### config.mk
export PLATFORM = sky130hd
export DESIGN_NAME = frame_seq_ctrl
export DESIGN_NICKNAME = d
export VERILOG_FILES = /design/src/rtl/frame_seq_ctrl.sv
export SDC_FILE = /design/constraint.sdc
export NUM_CORES = 1
export LEC_CHECK = 0
export ABC_AREA = 1
export BUFFER_PORTS_ARGS = -buffer_cell sky130_fd_sc_hd__buf_2
export CAP_MARGIN = 20
export CORE_UTILIZATION = 61
export DETAILED_ROUTE_END_ITERATION = 6
export PLACE_DENSITY_LB_ADDON = 0.1
export SYNTH_ARGS = -nofsm -noshare
export SYNTH_HDL_FRONTEND = slang
export SYNTH_SLANG_ARGS = --single-unit
### constraint.sdc
create_clock -name clk -period 3.09 [get_ports clk]
set_input_delay 0.1545 -clock clk [delete_from_list [all_inputs] [get_ports clk]]
set_output_delay 0.1545 -clock clk [all_outputs]
set_load 0.01 [all_outputs]
### src/rtl/frame_seq_ctrl.sv
// Frame sequencer for the photo-frame image buffer: WAIT -> RECEIVE -> DISPLAY,
// with a receive-stall timeout and a vsync-aligned handover to display.
//
// state | meaning
// 8'h01 | WAIT    : idle, buffer clears its flags, waiting for 'S'
// 8'h02 | RECEIVE : pixels arriving; stall timer running until image complete
// 8'h03 | DISPLAY : complete image shown, held until a new command
module frame_seq_ctrl #(
  parameter int unsigned TIMEOUT_CYC = 50_000_000,
  parameter int unsigned PIX_TOTAL   = 2000,
  parameter logic [7:0]  CMD_START   = 8'h53,
  parameter logic [7:0]  CMD_CLEAR   = 8'h43
) (
  input  logic        clk,
  input  logic        rst,
  input  logic        cmd_valid,
  input  logic [7:0]  cmd_byte,
  input  logic [14:0] pix_cnt,
  input  logic        image_complete,
  input  logic        image_receiving,
  input  logic        vsync_pulse,
  output logic [7:0]  state,
  output logic        disp_pending,
  output logic        err_timeout,
  output logic        img_valid,
  output logic [25:0] stall_cnt
);

  localparam logic [7:0]  ST_WAIT     = 8'h01;
  localparam logic [7:0]  ST_RECV     = 8'h02;
  localparam logic [7:0]  ST_DISP     = 8'h03;
  localparam logic [25:0] STALL_LIMIT = 26'(TIMEOUT_CYC - 1);

  logic [14:0] last_cnt;
  logic        is_start;
  logic        is_clear;
  logic        progress;
  logic        timeout_hit;

  // Pixel total and receiving flag are owned by the buffer; kept here for interface parity.
  logic unused_inputs;
  assign unused_inputs = ^{image_receiving, 15'(PIX_TOTAL)};

  assign is_start    = cmd_valid && (cmd_byte == CMD_START);
  assign is_clear    = cmd_valid && (cmd_byte == CMD_CLEAR);
  assign progress    = (pix_cnt != last_cnt);
  assign timeout_hit = !image_complete && !progress && (stall_cnt == STALL_LIMIT);

  always_ff @(posedge clk) begin
    if (rst) begin
      state        <= ST_WAIT;
      disp_pending <= 1'b0;
      err_timeout  <= 1'b0;
      img_valid    <= 1'b0;
      stall_cnt    <= '0;
      last_cnt     <= '0;
    end else begin
      case (state)
        ST_WAIT: begin
          if (is_start) begin
            state        <= ST_RECV;
            err_timeout  <= 1'b0;
            img_valid    <= 1'b0;
            disp_pending <= 1'b0;
            stall_cnt    <= '0;
            last_cnt     <= '0;
          end
        end
        ST_RECV: begin
          last_cnt <= pix_cnt;
          if (is_clear) begin
            state        <= ST_WAIT;
            disp_pending <= 1'b0;
          end else if (timeout_hit) begin
            state       <= ST_WAIT;
            err_timeout <= 1'b1;
          end else if (image_complete || disp_pending) begin
            // Complete image: stop stall tracking and hand over on the next frame start.
            stall_cnt <= '0;
            if (vsync_pulse) begin
              state        <= ST_DISP;
              disp_pending <= 1'b0;
              img_valid    <= 1'b1;
            end else begin
              disp_pending <= 1'b1;
            end
          end else if (progress) begin
            stall_cnt <= '0;
          end else if (stall_cnt != '1) begin
            stall_cnt <= stall_cnt + 26'd1;
          end
        end
        ST_DISP: begin
          if (is_clear) begin
            state     <= ST_WAIT;
            img_valid <= 1'b0;
          end else if (is_start) begin
            state     <= ST_RECV;
            img_valid <= 1'b0;
            stall_cnt <= '0;
            last_cnt  <= '0;
          end
        end
        default: state <= ST_WAIT;
      endcase
    end
  end

endmodule
==> run_summary.xml <==
<?xml version="1.0" encoding="UTF-8"?>
<metrics>
  <group name="sta">
    <metric name="fin_crit" unit="ns">2.37</metric>
    <metric name="timing.fmax" unit="MHz">422</metric>
    <metric name="fin_crit_sh" unit="">0.767</metric>
    <metric name="finClkSkew" unit="ns">0.00614</metric>
    <metric name="hold_slack" unit="ns">0.106</metric>
    <metric name="rsz0062_at_grt" unit="">false</metric>
    <metric name="hold_viol" unit="">0</metric>
    <metric name="timing_worst_slew_pin_value" unit="ns">0.740</metric>
    <metric name="setup_ws" unit="ns">0.720</metric>
    <metric name="final.setup.tns" unit="ns">0</metric>
    <metric name="maxSlewHeadroom" unit="">0.505</metric>
    <metric name="report.final.slew_viol_count" unit="">0</metric>
    <metric name="report.final.setup_viol" unit="">0</metric>
  </group>
  <group name="power">
    <metric name="pwr-share-comb" unit="">0.074</metric>
    <metric name="cell_internal_pwr" unit="mW">0.864</metric>
    <metric name="leakage" unit="nW">1.75</metric>
    <metric name="power.share.clock" unit="">0.338</metric>
    <metric name="power_per_cell_area" unit="nW/um^2">283</metric>
    <metric name="power.share.switching" unit="">0.249</metric>
    <metric name="ir_drop" unit="mV">0.234</metric>
    <metric name="switchingPower" unit="mW">0.286</metric>
    <metric name="p_seq_frac" unit="">0.588</metric>
    <metric name="total_power" unit="mW">1.15</metric>
  </group>
  <group name="floorplan">
    <metric name="floorplan.die_area" unit="um^2">6250</metric>
    <metric name="floorplan.rows" unit="">27</metric>
    <metric name="core-area" unit="um^2">5610</metric>
    <metric name="effective_utilization_at_floorplan" unit="">0.646</metric>
    <metric name="die_w" unit="um">79.0</metric>
    <metric name="die_h" unit="um">79.0</metric>
    <metric name="io-pin-count" unit="">66</metric>
  </group>
  <group name="synthesis">
    <metric name="ys_types" unit="">35</metric>
    <metric name="syn-cell-area" unit="um^2">3620</metric>
    <metric name="synth_area_per_cell" unit="um^2">5.87</metric>
    <metric name="sequential_share_of_the_synthesized_area" unit="">0.287</metric>
    <metric name="synth.ff_latch_count" unit="">52</metric>
    <metric name="syn-instance-count" unit="">617</metric>
    <metric name="synth-warning-count" unit="">0</metric>
  </group>
  <group name="layout">
    <metric name="final_cells" unit="">750</metric>
    <metric name="drive_gt1_frac" unit="">0.164</metric>
    <metric name="nNetsFinal" unit="">707</metric>
    <metric name="flow.area_growth_from_synthesis" unit="%">12.1</metric>
    <metric name="n_antenna_cell" unit="">0</metric>
  </group>
  <group name="critical_path">
    <metric name="critical_path_arrival" unit="ns">2.63</metric>
    <metric name="timing.critical_path.required" unit="ns">3.35</metric>
    <metric name="cp-startpoint" unit="">stall_cnt[0]$_SDFFE_PP0P_</metric>
    <metric name="cp-start-kind" unit="">register</metric>
    <metric name="worst-path-max-fanout" unit="">20</metric>
    <metric name="r2r_start" unit="">stall_cnt[0]$_SDFFE_PP0P_</metric>
    <metric name="worst_setup_path_end_kind" unit="">register</metric>
    <metric name="worstSetupPathType" unit="">register to register</metric>
  </group>
  <group name="global_routing">
    <metric name="grt_usage" unit="">0.306</metric>
    <metric name="number_of_antenna_violations_at_the_first_check_in_global_routing" unit="">0</metric>
    <metric name="maximum_number_of_pins_on_one_net_before_global_route_repair" unit="">37</metric>
    <metric name="grt_first_pass_wirelength" unit="um">15400</metric>
    <metric name="grt_pass1_vias" unit="">3537</metric>
    <metric name="grt-ovfl-total" unit="">0</metric>
  </group>
  <group name="routing">
    <metric name="drtAntennaViolNets" unit="">0</metric>
    <metric name="wl_met3" unit="um">516</metric>
    <metric name="met2_wirelength" unit="um">4170</metric>
    <metric name="num_vias" unit="">3894</metric>
    <metric name="mean_routed_wirelength_per_cell" unit="um">11.9</metric>
    <metric name="routed_wl" unit="um">8950</metric>
    <metric name="vias_per_cell" unit="">5.19</metric>
    <metric name="first_pass_iters" unit="">5</metric>
    <metric name="m1WireLength" unit="um">4130</metric>
    <metric name="post-route-drc-count" unit="">0</metric>
    <metric name="top_layer_used" unit="">met4</metric>
    <metric name="drt_first_iter_violations" unit="">326</metric>
  </group>
  <group name="cts">
    <metric name="cts_tree" unit="">done</metric>
    <metric name="clock_sinks" unit="">52</metric>
    <metric name="ctsRootBufferMaster" unit="">sky130_fd_sc_hd__clkbuf_8</metric>
    <metric name="cts-buffers-inserted" unit="">5</metric>
    <metric name="post_cts_gate_resize_count" unit="">0</metric>
    <metric name="clock_tree.htree_level_count" unit="">2</metric>
    <metric name="post_cts_buffers" unit="">0</metric>
    <metric name="clkLatencyLatePin" unit="ns">0.31</metric>
    <metric name="cts.clk_slew.worst_paths" unit="ns">0.09</metric>
    <metric name="clk_path_buf_depth" unit="">2</metric>
    <metric name="cts_hold_buf" unit="">0</metric>
  </group>
  <group name="placement">
    <metric name="dp.cells" unit="">742</metric>
    <metric name="dp_hpwl" unit="um">6680</metric>
    <metric name="detailedPlace.worstSlack" unit="ns">0.759</metric>
    <metric name="finalWeightedCongestion" unit="">0.958</metric>
    <metric name="port_buffers" unit="">64</metric>
  </group>
  <group name="hold_path">
    <metric name="timing.hold.worst.start" unit="">pix_cnt[10]</metric>
    <metric name="min_path_type" unit="">primary input to register</metric>
  </group>
  <group name="job">
    <metric name="max-cap-violations" unit="">0</metric>
  </group>
  <group name="outcome">
    <metric name="outcome" unit="">finished clean</metric>
  </group>
</metrics>
## power groups by stage
| stage | combinational, mW | clock (mW) | sequential, mW |
|---|---|---|---|
| finish | 0.0849 | 0.389 | 0.676 |
| global route | 0.0956 | 0.420 | 0.677 |
| CTS | 0.0845 | 0.397 | 0.677 |
| detailed placement | 0.0842 | 0 | 0.692 |
| global placement | 0.0820 | 0 | 0.692 |
| floorplan | 0.0453 | 0 | 0.694 |
## synthesized netlist by cell type (all sizes together)
library cell | number | area, um^2
o21a | 1 | 7.51
clkbuf | 9 | 33.8
and2 | 1 | 6.26
nand3 | 49 | 245
nand2 | 218 | 848
a31oi | 1 | 6.26
conb | 1 | 3.75
xor2 | 9 | 78.8
a21oi | 40 | 230
and3 | 1 | 6.26
inv | 71 | 267
dfxtp | 52 | 1040
ha | 1 | 12.5
xnor2 | 4 | 35.0
buf | 11 | 76.3
nor3 | 2 | 26.3
nand3b | 7 | 52.6
nor4 | 1 | 6.26
nor2 | 111 | 464
nor3b | 1 | 12.5
o21ai | 6 | 33.8
o21bai | 2 | 15.0
nand4 | 16 | 100
or2 | 2 | 12.5
## cells by family after synthesis
kind of cell / count (synthesis) / synth area share
AND/OR/NAND/NOR: 409 / 0.492
buffers and inverters: 91 / 0.104
flip-flops: 52 / 0.287
AO/OA/AOI/OAI: 50 / 0.0809
XOR/XNOR: 13 / 0.0314
adder cells (fa/ha/maj): 1 / 0.00345
other: 1 / 0.00104
## critical path, cell delays in order, from the launching register on
cell and delay (ns):
sky130_fd_sc_hd__dfxtp_1 0.41, sky130_fd_sc_hd__ha_1 0.25, sky130_fd_sc_hd__nand3_1 0.13, sky130_fd_sc_hd__nor2_2 0.17
sky130_fd_sc_hd__nand3_1 0.09, sky130_fd_sc_hd__nor2_1 0.12, sky130_fd_sc_hd__nand3_1 0.09, sky130_fd_sc_hd__nand2_1 0.09
sky130_fd_sc_hd__nand2_1 0.31, sky130_fd_sc_hd__nand2_4 0.35, sky130_fd_sc_hd__nand2_2 0.13, sky130_fd_sc_hd__nand2_1 0.08
sky130_fd_sc_hd__nand2_1 0.04, sky130_fd_sc_hd__inv_1 0.04
## metrics by stage
stage	cell area, um^2	utilization
3_5_place_dp	3970	0.708
5_1_grt	4060	0.724
6_report	4060	0.724
3_3_place_gp	3970	0.708
2_1_floorplan	3640	-
4_1_cts	4060	0.724
## worst paths after layout
kind / slack [ns] / cells past startpoint / to
min: 0.11 / 3 / last_cnt[10]$_SDFFE_PP0P_
min reg2reg: 0.48 / 2 / last_cnt[14]$_SDFFE_PP0P_
max reg2reg: 0.72 / 13 / stall_cnt[24]$_SDFFE_PP0P_
max: 0.72 / 13 / stall_cnt[24]$_SDFFE_PP0P_
## cells in the final DEF (no fill, tap or decap)
master	count
sky130_fd_sc_hd__o21ai_2	1
sky130_fd_sc_hd__nand2_2	6
sky130_fd_sc_hd__clkinv_2	2
sky130_fd_sc_hd__nor2_4	5
sky130_fd_sc_hd__a21oi_1	32
sky130_fd_sc_hd__clkinv_4	1
sky130_fd_sc_hd__nand3_1	49
sky130_fd_sc_hd__buf_4	4
sky130_fd_sc_hd__xnor2_1	4
sky130_fd_sc_hd__nand4_1	16
sky130_fd_sc_hd__nand2_1	210
sky130_fd_sc_hd__inv_2	4
sky130_fd_sc_hd__nor3b_2	1
sky130_fd_sc_hd__buf_2	64
sky130_fd_sc_hd__inv_1	67
sky130_fd_sc_hd__dfxtp_1	52
sky130_fd_sc_hd__nor2_1	102
sky130_fd_sc_hd__nor2_2	4
sky130_fd_sc_hd__nor3_2	1
sky130_fd_sc_hd__nand2_4	2
sky130_fd_sc_hd__clkbuf_8	5
sky130_fd_sc_hd__and3_1	1
sky130_fd_sc_hd__nor4_1	1
sky130_fd_sc_hd__and2_1	1
sky130_fd_sc_hd__a21oi_2	8
sky130_fd_sc_hd__conb_1	6
sky130_fd_sc_hd__o21ai_0	5
sky130_fd_sc_hd__ha_1	1
sky130_fd_sc_hd__xor2_1	9
sky130_fd_sc_hd__or2_2	2
sky130_fd_sc_hd__o21a_1	1
sky130_fd_sc_hd__o21bai_1	2
sky130_fd_sc_hd__a31oi_1	1
sky130_fd_sc_hd__nor3_4	1
sky130_fd_sc_hd__nand3b_1	7
## state kept, by name (all words and copies together), names as in the netlist
signal	flops
stall_cnt	26
img_valid	1
err_timeout	1
disp_pending	1
last_cnt	15
state	8
## metal layers
| metal | vias up | GRT usage |
|---|---|---|
| met5 | - | 0 |
| met4 | 0 | 0.107 |
| met3 | 14 | 0.0506 |
| met2 | 119 | 0.501 |
| met1 | 1729 | 0.404 |
| li1 | 2032 | - |
## layout make-up
class	count	area, um^2
multi-input combinational	479	2220
inverter	71	267
fill	504	1550
sequential	52	1040
timing repair buffer	68	350
clock inverter	3	18.8
tap	72	90.1
clock buffer	5	68.8
Power figures use the tool's default switching activity.
